[src/rtl/uart_frame_parser.sv]
// rtl/uart_frame_parser.sv - UART receive-side framer: header sync, cut-through payload, checksum result
module uart_frame_parser #(
  parameter int         CLK_FREQ_MHZ = 100,
  parameter int         TIMEOUT_US   = 1000,
  parameter logic [7:0] HEAD0        = 8'h55,
  parameter logic [7:0] HEAD1        = 8'hAA,
  parameter int         MAX_LEN      = 64
) (
  input  logic       clk,
  input  logic       rstn,
  input  logic [7:0] uart_rdata,
  input  logic       uart_rdata_valid,
  input  logic       uart_rdata_error,
  output logic [7:0] payload_data,
  output logic       payload_valid,
  output logic       payload_last,
  output logic       frame_done,
  output logic       frame_ok,
  output logic [1:0] err_code
);

  localparam int               TIMEOUT_CYC = CLK_FREQ_MHZ * TIMEOUT_US;
  localparam int               GAP_W       = $clog2(TIMEOUT_CYC + 1);
  localparam logic [GAP_W-1:0] GAP_EXPIRE  = GAP_W'(TIMEOUT_CYC - 1);
  localparam logic [GAP_W-1:0] GAP_ONE     = GAP_W'(1);
  localparam logic [7:0]       MAX_LEN_B   = 8'(MAX_LEN);

  localparam logic [1:0] ERR_OK   = 2'd0;
  localparam logic [1:0] ERR_CHK  = 2'd1;
  localparam logic [1:0] ERR_LEN  = 2'd2;
  localparam logic [1:0] ERR_LINE = 2'd3;

  typedef enum logic [2:0] {
    S_IDLE,
    S_HEAD,
    S_LEN,
    S_DATA,
    S_CHK
  } state_t;

  state_t           state_q, state_d;
  logic [7:0]       len_q, len_d;
  logic [7:0]       cnt_q, cnt_d;
  logic [7:0]       sum_q, sum_d;
  logic [GAP_W-1:0] gap_q, gap_d;
  logic [7:0]       payload_data_q, payload_data_d;
  logic             payload_valid_q, payload_valid_d;
  logic             payload_last_q, payload_last_d;
  logic             frame_done_q, frame_done_d;
  logic             frame_ok_q, frame_ok_d;
  logic [1:0]       err_code_q, err_code_d;

  // State, counters and registered outputs; reset aborts any frame silently
  always_ff @(posedge clk) begin
    if (!rstn) begin
      state_q         <= S_IDLE;
      len_q           <= '0;
      cnt_q           <= '0;
      sum_q           <= '0;
      gap_q           <= '0;
      payload_data_q  <= '0;
      payload_valid_q <= 1'b0;
      payload_last_q  <= 1'b0;
      frame_done_q    <= 1'b0;
      frame_ok_q      <= 1'b0;
      err_code_q      <= ERR_OK;
    end else begin
      state_q         <= state_d;
      len_q           <= len_d;
      cnt_q           <= cnt_d;
      sum_q           <= sum_d;
      gap_q           <= gap_d;
      payload_data_q  <= payload_data_d;
      payload_valid_q <= payload_valid_d;
      payload_last_q  <= payload_last_d;
      frame_done_q    <= frame_done_d;
      frame_ok_q      <= frame_ok_d;
      err_code_q      <= err_code_d;
    end
  end

  // Next state and outputs: bytes advance the parser, otherwise only the inter-byte timeout can act
  always_comb begin
    state_d         = state_q;
    len_d           = len_q;
    cnt_d           = cnt_q;
    sum_d           = sum_q;
    payload_data_d  = payload_data_q;
    payload_valid_d = 1'b0;
    payload_last_d  = 1'b0;
    frame_done_d    = 1'b0;
    frame_ok_d      = 1'b0;
    err_code_d      = ERR_OK;

    if (state_q == S_IDLE || uart_rdata_valid) begin
      gap_d = '0;
    end else begin
      gap_d = gap_q + GAP_ONE;
    end

    if (uart_rdata_valid) begin
      case (state_q)
        S_IDLE: begin
          // error bytes never open a frame, even if they look like HEAD0
          if (!uart_rdata_error && uart_rdata == HEAD0) begin
            state_d = S_HEAD;
          end
        end
        S_HEAD: begin
          if (uart_rdata_error) begin
            state_d = S_IDLE;
          end else if (uart_rdata == HEAD1) begin
            state_d = S_LEN;
          end else if (uart_rdata == HEAD0) begin
            state_d = S_HEAD;
          end else begin
            state_d = S_IDLE;
          end
        end
        S_LEN: begin
          if (uart_rdata_error) begin
            state_d      = S_IDLE;
            frame_done_d = 1'b1;
            err_code_d   = ERR_LINE;
          end else if (uart_rdata == 8'd0 || uart_rdata > MAX_LEN_B) begin
            state_d      = S_IDLE;
            frame_done_d = 1'b1;
            err_code_d   = ERR_LEN;
          end else begin
            len_d   = uart_rdata;
            cnt_d   = 8'd0;
            sum_d   = uart_rdata;
            state_d = S_DATA;
          end
        end
        S_DATA: begin
          if (uart_rdata_error) begin
            state_d      = S_IDLE;
            frame_done_d = 1'b1;
            err_code_d   = ERR_LINE;
          end else begin
            payload_data_d  = uart_rdata;
            payload_valid_d = 1'b1;
            sum_d           = sum_q + uart_rdata;
            cnt_d           = cnt_q + 8'd1;
            if (cnt_q == len_q - 8'd1) begin
              payload_last_d = 1'b1;
              state_d        = S_CHK;
            end
          end
        end
        S_CHK: begin
          state_d      = S_IDLE;
          frame_done_d = 1'b1;
          if (uart_rdata_error) begin
            err_code_d = ERR_LINE;
          end else if (uart_rdata == sum_q) begin
            frame_ok_d = 1'b1;
            err_code_d = ERR_OK;
          end else begin
            err_code_d = ERR_CHK;
          end
        end
        default: state_d = S_IDLE;
      endcase
    end else if (state_q != S_IDLE && gap_q == GAP_EXPIRE) begin
      // a stalled header is just noise; a stalled frame body must be reported
      state_d = S_IDLE;
      gap_d   = '0;
      if (state_q != S_HEAD) begin
        frame_done_d = 1'b1;
        err_code_d   = ERR_LINE;
      end
    end
  end

  assign payload_data  = payload_data_q;
  assign payload_valid = payload_valid_q;
  assign payload_last  = payload_last_q;
  assign frame_done    = frame_done_q;
  assign frame_ok      = frame_ok_q;
  assign err_code      = err_code_q;

endmodule

[config.mk]
export PLATFORM = sky130hd
export DESIGN_NAME = uart_frame_parser
export DESIGN_NICKNAME = d
export VERILOG_FILES = /design/src/rtl/uart_frame_parser.sv
export SDC_FILE = /design/constraint.sdc
export NUM_CORES = 1
export LEC_CHECK = 0
export CORE_ASPECT_RATIO = 0.75
export CORE_MARGIN = 3
export CORE_UTILIZATION = 25
export DETAILED_ROUTE_END_ITERATION = 8
export HOLD_SLACK_MARGIN = 0.12
export PLACE_DENSITY = 0.46
export SLEW_MARGIN = 10
export SYNTH_ARGS = -nofsm -noshare
export SYNTH_HDL_FRONTEND = slang
export SYNTH_SLANG_ARGS = --single-unit
[constraint.sdc]
create_clock -name clk -period 2.2 [get_ports clk]
set_input_delay 0.44 -clock clk [delete_from_list [all_inputs] [get_ports clk]]
set_output_delay 0.44 -clock clk [all_outputs]
set_load 0.05 [all_outputs]
# --- Word level (Yosys, flattened, before mapping) ---
# Index checks and enable logic that the tools add are counted.
word_totals:
  ramBits: 0
  regBits: 58
  mem_count: 0
  latchBits: 0
  output_inout_bits: 14
  input_bits: 12
  romBits: 0
classes:
  reduce_logical: 17
  shifts: 0
  n_addsub: 4
  n_bitwise: 6
  div_mod_pow: 0
  n_eq_ne: 15
  mux: 41
  order_cmp: 1
  mul: 0
op_table:
  columns: ["cell", "count"]
  rows:
  - ["two-way mux 17 bit", 3]
  - ["two-way mux 8 bit", 6]
  - ["one-hot mux 8 bit (2 select lines)", 2]
  - ["two-way mux 2 bit", 11]
  - ["adder 17 x 1 -> 17 bit, second input constant", 1]
  - ["== test 17 bit, second input constant", 1]
  - ["== test 8 bit", 2]
  - ["two-way mux 3 bit", 5]
  - ["one-hot mux 3 bit (4 select lines)", 1]
  - ["two-way mux 1 bit", 11]
  - ["AND reduction 3 bit", 3]
  - ["adder 8 x 1 -> 8 bit, second input constant", 1]
  - ["adder 8 bit", 1]
  - ["== test 8 x 7 -> 1 bit, second input constant", 1]
  - ["== test 8 bit, second input constant", 1]
  - ["> comparator 8 x 7 -> 1 bit, second input constant", 1]
  - ["logical NOT 8 bit", 1]
  - ["OR reduction 4 bit", 2]
  - ["subtractor 8 x 1 -> 8 bit, second input constant", 1]
  - ["== test 3 x 2 -> 1 bit, second input constant", 2]
  - ["inequality test 2 bit, second input constant", 3]
  - ["inverter 1 bit", 6]
  - ["one-hot mux 2 bit (3 select lines)", 1]
  - ["AND reduction 5 bit", 1]
  - ["other kinds (13)", 16]

# --- Depth between registers and ports, before layout ---
# Gate-level depths: netlist of run 1.
logic_depth:
  word_depth: 6
  ltp_mapped: 9
  depth_no_buf: 9

# --- Worst setup path after synthesis of run 1 ---
# OpenSTA, ideal clock, no wires.
synth_timing:
  kind: "input to register"
  start: "input port uart_rdata[1]"
  end: "register sum_q[7]"
  setup_time_ps: 116
  arrival_ps: 2124
  path_slack_ps: -40
  stages: 7
  cell_sequence: "ha_1 -> a21o_1 -> a211o_1 -> a2111oi_0 -> a2111oi_0 -> and3b_1 -> o21ai_1"
synth_via:
  elab_chain_cells: 4
  elab_cells_between_ends: 8
synth_lines:
  columns: ["element", "line_no", "text"]
  rows:
  - ["from (decl)", "11", "input logic [7:0] uart_rdata,"]
  - ["> comparator 8 x 7 -> 1 bit or logical NOT 8 bit (tied branches)", "125", "end else if (uart_rdata == 8'd0 || uart_rdata > MAX_LEN_B) begin"]
  - ["logical OR 1 bit", "125", null]
  - ["inequality test 2 bit (no source line)", null, null]
  - ["AND reduction 5 bit (no source line)", null, null]
  - ["to (signal assigned)", "71", "sum_q <= sum_d;"]
  - ["to (decl)", "44", "logic [7:0] sum_q, sum_d;"]
# Parallel ways exist; a longest one is shown, timed or not. The select of a mux whose other input is x is not followed.
# A chain may end at the register's enable or synchronous reset.

# --- Worst setup path in the final report of run 1 ---
layout_timing:
  start: "register len_q[0]"
  end: "register state_q[1]"
layout_via:
  elab_chain_cells: 4
layout_lines:
  columns: ["element", "line_no", "text"]
  rows:
  - ["from (decl)", "42", "logic [7:0] len_q, len_d;"]
  - ["from (signal assigned)", "69", "len_q <= len_d;"]
  - ["subtractor 8 x 1 -> 8 bit", "146", "if (cnt_q == len_q - 8'd1) begin"]
  - ["== test 8 bit", "146", null]
  - ["inequality test 4 bit (no source line)", null, null]
  - ["AND reduction 3 bit (no source line)", null, null]
  - ["to (signal assigned)", "68", "state_q <= state_d;"]
  - ["to (decl)", "41", "state_t state_q, state_d;"]
# No other way between the ends.

==> results of run 1 <==
==> report_power, final <==
| group | internal (mW) | switching, mW |
|---|---|---|
| Clock | 1.05 | 0.488 |
| Combinational | 0.0663 | 0.0761 |
| Sequential | 1.05 | 0.0000641 |
| Total | 2.17 | 0.565 |
==> placed cells by master, fill, tap and decap left out, drive strengths merged, types with 3 or more instances in the layout <==
cell type,instances
inv,12
nor2b,4
clkbuf,13
nor3,12
and3,4
buf,51
nand2,48
or2,5
mux2i,12
a21o,4
xor2,13
a21oi,25
nand3,21
nor2,47
nand2b,6
a211oi,3
xnor2,12
clkdlybuf4s50,18
a2111oi,4
ha,10
nor3b,4
o21a,5
or4,3
and2,3
nand4,6
dlygate4sd2,4
o21ai,10
and4,4
or3,8
dfxtp,58
==> registers in the layout, indices dropped and copies added (netlist names), 2 cells and up <==
| name | flops |
|---|---|
| err_code | 2 |
| payload_data | 8 |
| cnt_q | 8 |
| state_q | 3 |
| gap_q | 17 |
| sum_q | 8 |
| len_q | 8 |
==> worst register-to-register path: cells and delay by family (launching register included) <==
kind	cells	cell delay, ns
compound gates	4	0.86
buf+inv	1	0.20
flops	1	0.35
simple gates	2	0.66
==> timing repair <==
action	CTS	global route
resized for setup	17	19
setup endpoints to repair	27	7
pin swaps	8	12
setup buffers	1	2
==> routing by layer <==
metal | global-route usage | wire [um] | vias to the layer above
met5 | 0 | 0 | -
met4 | 0.0480 | 97 | 0
met3 | 0.0411 | 546 | 8
met2 | 0.193 | 3750 | 59
met1 | 0.189 | 4750 | 1352
li1 | - | - | 1501
==> cells in the mapped netlist (4+ instances only) <==
cell      count
nor2_1       47
o21a_1        5
nand3_1      21
ha_1         10
nor3b_1       4
or2_2         4
a21o_1        4
nand4_1       6
nor2b_1       4
mux2i_1      12
and3_1        4
xnor2_1      12
nor3_1       12
or3_1         7
inv_1        12
xor2_1       13
dfxtp_1      58
clkbuf_1      9
a21oi_1      25
nand2b_1      6
and4_1        4
nand2_1      47
o21ai_0       7
==> kinds of logic (layout without fill, tap and decap cells) <==
family | count (synthesis) | in the layout | synth area share
compound gates | 67 | 67 | 0.153
buf+inv | 27 | 104 | 0.0380
mux | 12 | 12 | 0.0380
fa+ha+maj | 11 | 11 | 0.0459
simple gates | 183 | 183 | 0.288
flops | 58 | 58 | 0.368
xor+xnor | 25 | 25 | 0.0693
==> worst min path at each step <==
stage                                 startpoint                           end  slack, ns  depth (start not counted)
floorplan                    gap_q[0]$_SDFF_PN0_           gap_q[0]$_SDFF_PN0_       0.43                          1
detailed placement  payload_data[5]$_SDFFE_PN0P_  payload_data[5]$_SDFFE_PN0P_       0.45                          2
finish                       gap_q[0]$_SDFF_PN0_           gap_q[0]$_SDFF_PN0_       0.46                          1
global placement             gap_q[0]$_SDFF_PN0_           gap_q[0]$_SDFF_PN0_       0.45                          1
CTS                 payload_data[5]$_SDFFE_PN0P_  payload_data[5]$_SDFFE_PN0P_       0.46                          2
global route        payload_data[6]$_SDFFE_PN0P_  payload_data[6]$_SDFFE_PN0P_       0.48                          2
==> through the flow <==
step	setup TNS [ns]	hold WS [ns]	total power [mW]	instances
after floorplan	0	0.430	1.12	383
after global placement	-15.01	0.447	1.21	603
after detailed placement	-16.52	0.449	1.21	603
after CTS	0	0.460	2.77	620
after global routing	-0.0706	0.475	2.84	622
final	0	0.460	2.73	622
==> cell type report <==
class | instances | area, um^2 | area share
clock buffer | 12 | 256 | 0.0585
tap | 162 | 203 | 0.0462
inverter | 12 | 45.0 | 0.0103
clock inverter | 4 | 73.8 | 0.0168
timing repair buffer | 76 | 629 | 0.144
sequential | 58 | 1170 | 0.266
multi-input combinational | 298 | 2010 | 0.458
==> impl_metrics.tcl, run 1 <==
set metrics [dict create \
    synth_seq_cells 58 \
    die_h_um 103 \
    core_region_area_um2 12000 \
    crit_cells 7 \
    initial_core_util 0.264 \
    synth.top_cell.area_share 0.368 \
    post_dp_cell_area_um2 3900 \
    r2r_cells 7 \
    cts_tree "built" \
    fill_cells 1226 \
    wirelength_um 9150 \
    crit_type "flop to flop" \
    reg2reg_slack_ns 0.03 \
    path_cells "or4_4 > a2111oi_4 > nor2_2 > a2111oi_4 > buf_4 > o21ai_4 > a31o_1" \
    cp-end-kind "flop" \
    cp-endpoint "state_q[1]$_SDFFE_PN0P_" \
    drive_gt1_frac 0.217 \
    ioPinCount 26 \
    diodes 0 \
    cts_sinks 58 \
    numCtsBuffers 9 \
    post-place-ws_ns -0.801 \
    drt_pass1_iterations 4 \
    vdd_drop_max_uv 411 \
    hold_buffers 0 \
    die_area_um2 14000 \
    antenna_found_initial 0 \
    dp_hpwl_um 6750 \
    p_leak_nw 1.67 \
    via_count 2920 \
    yosys.area.top_type "dfxtp_1" \
    clock_latency_ns 0.32 \
    hold_viol 0 \
    fmax_mhz 461 \
    arrival_ns 2.38 \
    relSlewSlack 0.640 \
    cpPeakStageDelay_ns 0.55 \
    powerDensity_nw_per_um2 623 \
    grt_pass1_wl_um 14800 \
    clkTransAtPathRegs_ns 0.05 \
    post-route-util 0.367 \
    vias_per_cell 4.69 \
    final_area_um2 4390 \
    ys_seq_area_frac 0.368 \
    hold_class "flop to flop" \
    critical_path.max_fanout 4 \
    clockRootBuffer "clkbuf_16" \
    grt_pass1_vias 2913 \
    syn_nets 406 \
    status "finished clean" \
    min_period_ns 2.17 \
    critPathSlowestCell "or4_4" \
    postRouteAntennaNets 0 \
    wl_per_cell_um 14.7 \
    ys.flop_type "dfxtp_1" \
    crit_path_start "len_q[0]$_SDFFE_PN0P_" \
    synth_edf_count 0 \
    h-tree-depth 3 \
    drc 0 \
    drt_iter0_markers 141 \
    r2r-end "state_q[1]$_SDFFE_PN0P_" \
    portBuffers 25 \
    syn_area_um2 3160 \
    ys_top_cells_by_area "dfxtp_1, nand2_1, nor2_1" \
    tightest_slew_ns 0.539 \
    async_flop_share 0 \
    place_congestion 0.791 \
    cp_common_cell "a2111oi_4" \
    grt_max_degree 24 \
    grt_usage 0.134 \
    path_buf_inv 1 \
    required_ns 2.41 \
    period_share 0.986 \
    fin_ws_ns 0.0302 \
    yosysWarnings 0 \
    r2r-start "len_q[0]$_SDFFE_PN0P_" \
    synthCells 383 \
    area_growth_pct 38.8 \
    critPathLaunchType "flop" \
    synth.distinct_cells 60 \
    rsz0062_at_grt "true" \
    die_w_um 136 \
    worst_path_dominant_cell_family "compound AO/OA/AOI/OAI gates" \
    clockBufferDepth 2 \
    fin_nets 478 \
    grt-ovfl-total 0 \
    cap_violations 0 \
    worst_clock_skew_ns 0.00406 \
    avgSynthCellArea_um2 8.25 \
    finalSetupViolCount 0 \
    slew_viol_final 0 \
    num_rows 34 \
]
No activity file was read; power rests on OpenSTA's default activity.
==> run 2: changes to the inputs <==
Settings changed: GPL_TIMING_DRIVEN set to 0.
==> run 2 against run 1 <==
  * Routed wire length is 9.6% lower
  * Hold slack worse by 0.0022 ns
  * Combinational power is 30% lower
  * Clock-buffer cell count stayed put
  * Clock skew up 0.0037 ns
  * Critical path type is now input port to flop
  * Fmax down 0.36%
  * Design area down 8.6%
  * Non-clock buffer count is 38 lower
  * Final cell count is 6.1% lower
  * Clock power is 8% higher
  * Sequential share of layout area rose by 2.5 points
==> impl_metrics.tcl, run 2 (same netlist as run 1, synthesis figures left out) <==
set metrics [dict create \
    core_region_area_um2 12000 \
    diodes 0 \
    status "finished clean" \
    cts_tree "built" \
    period_share 0.990 \
    grt-ovfl-total 0 \
    p_int_mw 2.25 \
    postRouteAntennaNets 0 \
    min_period_ns 2.18 \
    largest_register_ffs 17 \
    vias_per_cell 4.72 \
    p_sw_frac 0.200 \
    p_seq_frac 0.373 \
    regMostFlops "gap_q" \
    worst_clock_skew_ns 0.00779 \
    fin_nets 440 \
    place_congestion 0.814 \
    power_frac_comb 0.035 \
    portBuffers 24 \
    fmax_mhz 459 \
    drive_gt1_frac 0.121 \
    clockBufferDepth 2 \
    ioPinCount 26 \
    path_cells "dlygate4sd2_1 > or3_1 > or3_4 > a31oi_4 > or2_1 > buf_4 > nor4_1 > o21bai_1" \
    initial_core_util 0.264 \
    antenna_found_initial 0 \
    grt_usage 0.127 \
    post_dp_cell_area_um2 3600 \
    wl_per_cell_um 14.2 \
    drc 0 \
    dp_hpwl_um 6020 \
    grt_max_degree 11 \
    h-tree-depth 3 \
    required_ns 2.41 \
    final_common_cell "dfxtp_1" \
    cap_violations 0 \
    die_w_um 136 \
    timing.setup.tns_ns 0 \
    clkTransAtPathRegs_ns 0.05 \
    critPathLaunchType "input port" \
    final_area_um2 4010 \
    arrival_ns 2.38 \
    p_sw_uw 562 \
    num_rows 34 \
    grt_pass1_vias 2560 \
    relSlewSlack 0.599 \
    cp-end-kind "flop" \
    cpPeakStageDelay_ns 0.41 \
    powerDensity_nw_per_um2 702 \
    die_h_um 103 \
    slew_viol_final 0 \
    finalSetupViolCount 0 \
    power_frac_clock 0.592 \
    clock_latency_ns 0.33 \
    vdd_drop_max_uv 317 \
    drt_iter0_markers 162 \
    rsz0062_at_grt "true" \
    hold_viol 0 \
    hold_class "flop to flop" \
    via_count 2757 \
    cts_sinks 58 \
    grt_pass1_wl_um 13800 \
    tightest_slew_ns 0.601 \
    area_growth_pct 26.9 \
    critical_path.max_fanout 10 \
    die_area_um2 14000 \
    critPathSlowestCell "or3_4" \
    drt_pass1_iterations 4 \
    crit_type "input port to flop" \
    final_cell_mix "dfxtp_1, nand2_1, nor2_1" \
    numCtsBuffers 9 \
    p_leak_nw 1.45 \
    wirelength_um 8270 \
    clockRootBuffer "clkbuf_16" \
]
==> run 2: layer usage <==
layer  vias up  track usage  part of all wire
met3         7       0.0372             0.065
met2        66        0.172              0.39
met5         -            0                 0
met4         0       0.0426            0.0093
li1       1414            -                 -
met1      1270        0.191              0.54
==> run 2: area by class of cell <==
type,instances,area (um^2)
sequential,58,1170
fill,1240,7950
timing repair buffer,25,245
buffer,13,68.8
tap,162,203
clock buffer,12,256
clock inverter,4,97.6
multi-input combinational,298,1930
inverter,12,45.0
==> run 2: timing repair <==
| action | in CTS | in global routing |
|---|---|---|
| resized for setup | 19 | 9 |
| endpoints found under the setup margin | 40 | 26 |
| gates cloned | 0 | 0 |
| endpoints found under the hold margin | 0 | 0 |
| buffers inserted | 1 | 0 |
| hold buffers | 0 | 0 |
| pin swaps | 1 | 0 |
==> run 2: worst max-delay path, delay by kind of cell <==
family / cells / cell delay (ns)
compound gates: 2 / 0.41
simple gates: 4 / 1.01
buf+inv: 2 / 0.52
==> run 2: path summary, 6_finish.rpt <==
path,slack [ns],endpoint,cells past startpoint,start
hold reg to reg,0.46,payload_data[1]$_SDFFE_PN0P_,2,payload_data[1]$_SDFFE_PN0P_
setup / recovery,0.02,cnt_q[4]$_SDFFE_PN0P_,8,uart_rdata[3]
hold / removal,0.46,payload_data[1]$_SDFFE_PN0P_,2,payload_data[1]$_SDFFE_PN0P_
setup reg to reg,0.09,state_q[1]$_SDFFE_PN0P_,7,len_q[0]$_SDFFE_PN0P_
==> run 2: through the flow <==
stage | util | power [mW] | hold slack (ns) | cells | setup slack [ns]
final | 0.335 | 2.81 | 0.458 | 584 | 0.0223
after global routing | 0.335 | 2.91 | 0.479 | 584 | -0.104
after CTS | 0.335 | 2.86 | 0.461 | 586 | 0.00504
after detailed placement | 0.301 | 1.17 | 0.450 | 569 | -0.768
after global placement | 0.301 | 1.17 | 0.446 | 569 | -0.788
after floorplan | - | 1.12 | 0.430 | 383 | 0.0508
==> run 2: power groups by stage <==
stage	registers (mW)	clock network (mW)	logic, mW
after floorplan	1.07	0	0.0473
after global placement	1.07	0	0.0994
after detailed placement	1.07	0	0.100
after CTS	1.05	1.71	0.0993
after global routing	1.05	1.75	0.110
final	1.05	1.67	0.0997
==> run 3: changes to the inputs <==
Settings changed: CORE_UTILIZATION 25 to 40, CTS_BUF_LIST set to sky130_fd_sc_hd__clkbuf_4 sky130_fd_sc_hd__clkbuf_8, PLACE_DENSITY 0.46 to 0.65.
==> run 3 against run 2 <==
  * Fmax grew 3.3%
  * Clock skew grew 0.0027 ns
  * Clock power fell by 35%
  * Sequential power about the same
  * Power shrank 20%
  * Hold slack got worse by 0.0068 ns
  * Design area is 4.4% lower
  * Non-clock buffer count is 2 higher
  * Die area fell by 36%
  * Sequential cell count stayed put
  * Final cell count is 10% lower
  * Critical path type is now flop to flop
  * Critical endpoint is now state_q[1]$_SDFFE_PN0P_
  * Largest cell class unchanged
  * Largest power group unchanged
==> impl_metrics.tcl, run 3 (same netlist as run 1, synthesis figures left out) <==
set metrics [dict create \
    status "finished clean" \
    post_dp_cell_area_um2 3530 \
    numCtsBuffers 9 \
    p_leak_nw 1.40 \
    path_cells "or4_4 > nor2_1 > nand4_1 > a2111oi_4 > buf_4 > o21ai_2 > a31o_1" \
    postRouteAntennaNets 0 \
    vias_per_cell 5.34 \
    num_rows 27 \
    final_area_um2 3830 \
    period_share 0.958 \
    cap_violations 0 \
    antenna_found_initial 0 \
    drt_pass1_iterations 4 \
    wl_per_cell_um 15.0 \
    holdPathStages 3 \
    fin_ws_ns 0.0928 \
    timing.setup.tns_ns 0 \
    largest_register_ffs 17 \
    place_congestion 0.880 \
    critical_path.max_fanout 6 \
    grt_usage 0.187 \
    tightest_slew_ns 0.585 \
    finalSetupViolCount 0 \
    cpPeakStageDelay_ns 0.56 \
    portBuffers 24 \
    ioPinCount 26 \
    wirelength_um 7870 \
    core_region_area_um2 7500 \
    die_area_um2 9010 \
    diodes 0 \
    worst_clock_skew_ns 0.0105 \
    crit_type "flop to flop" \
    critPathSlowestCell "or4_4" \
    fin_nets 442 \
    slew_viol_final 0 \
    die_w_um 109 \
    clockRootBuffer "clkbuf_8" \
    post-place-ws_ns -0.777 \
    grt_pass1_vias 2645 \
    min_period_ns 2.11 \
    die_h_um 83.0 \
    clkTransAtPathRegs_ns 0.07 \
    cp-end-kind "flop" \
    relSlewSlack 0.607 \
    h-tree-depth 3 \
    reg2reg_slack_ns 0.09 \
    dp_hpwl_um 5600 \
    powerDensity_nw_per_um2 585 \
    r2r-start "len_q[0]$_SDFFE_PN0P_" \
    clockBufferDepth 2 \
    drt_iter0_markers 160 \
    critPathLaunchType "flop" \
    vdd_drop_max_uv 281 \
    clock_latency_ns 0.35 \
    regMostFlops "gap_q" \
    final_common_cell "dfxtp_1" \
    power_mw 2.24 \
    grt_max_degree 12 \
    grt_pass1_wl_um 13100 \
    via_count 2805 \
    fmax_mhz 475 \
    arrival_ns 2.35 \
    hold_class "input port to flop" \
    drc 0 \
    rsz0062_at_grt "false" \
    r2r-end "state_q[1]$_SDFFE_PN0P_" \
    fill_cells 744 \
    hold_start "uart_rdata[2]" \
    r2r_cells 7 \
    required_ns 2.45 \
    area_growth_pct 21.3 \
    min_delay_worst_endpoint "payload_data[2]$_SDFFE_PN0P_" \
    final_cell_mix "dfxtp_1, nor2_1, nand2_1" \
    hold_viol 0 \
    drive_gt1_frac 0.139 \
    initial_core_util 0.421 \
    hold_buffers 0 \
    cts_tree "built" \
    grt-ovfl-total 0 \
    cts_sinks 58 \
]
-- run 3: cell type report --
cell class / count / area, um^2 / area share
clock buffer: 9 / 124 / 0.0323
multi-input combinational: 298 / 1970 / 0.515
sequential: 58 / 1170 / 0.304
clock inverter: 7 / 93.8 / 0.0245
inverter: 12 / 45.0 / 0.0117
buffer: 13 / 68.8 / 0.0180
tap: 101 / 126 / 0.0330
timing repair buffer: 27 / 235 / 0.0614
-- run 3: through the flow --
step                      instances  hold slack, ns   util
after global routing            525           0.464  0.511
final                           525           0.451  0.511
after detailed placement        508           0.451  0.470
after global placement          508           0.445  0.470
after floorplan                 383           0.430      -
after CTS                       525           0.459  0.504
-- run 3: metal layers --
metal  up-vias  wire, um  global-route usage
met5         -         0                   0
met4         0        91              0.0516
met3         9       590              0.0614
met2        71      3250               0.261
met1      1308      3940               0.272
li1       1417         -                   -
-- run 3: worst max-delay path, delay by kind of cell (launching register included) --
| family | cells | cell delay, ns |
|---|---|---|
| and+or+nand+nor | 3 | 0.80 |
| buffers and inverters | 1 | 0.18 |
| AOI/OAI and AO/OA | 3 | 0.64 |
| DFF | 1 | 0.37 |
-- run 3: report_power, final --
group	switching (mW)	internal, mW
clock	0.457	0.634
combinational	0.0664	0.0365
sequential	0.00000801	1.05
-- run 3: worst max path at each step --
stage                                      from                       to  slack, ns
after global routing      len_q[0]$_SDFFE_PN0P_  state_q[1]$_SDFFE_PN0P_     0.0005
after global placement            uart_rdata[1]    sum_q[7]$_SDFFE_PN0P_      -0.79
after floorplan                   uart_rdata[1]    sum_q[7]$_SDFFE_PN0P_       0.05
final                     len_q[0]$_SDFFE_PN0P_  state_q[1]$_SDFFE_PN0P_       0.09
after detailed placement          uart_rdata[1]    sum_q[7]$_SDFFE_PN0P_      -0.78
after CTS                   gap_q[0]$_SDFF_PN0_     gap_q[11]$_SDFF_PN0_      0.009
-- run 3: repair_timing --
item                                   in CTS  in global routing
endpoints found under the hold margin       0                  0
setup endpoints to repair                  37                 26
gates cloned                                0                  0
pin swaps                                   1                  2
gates resized for setup                    15                 21
setup buffers                               1                  2
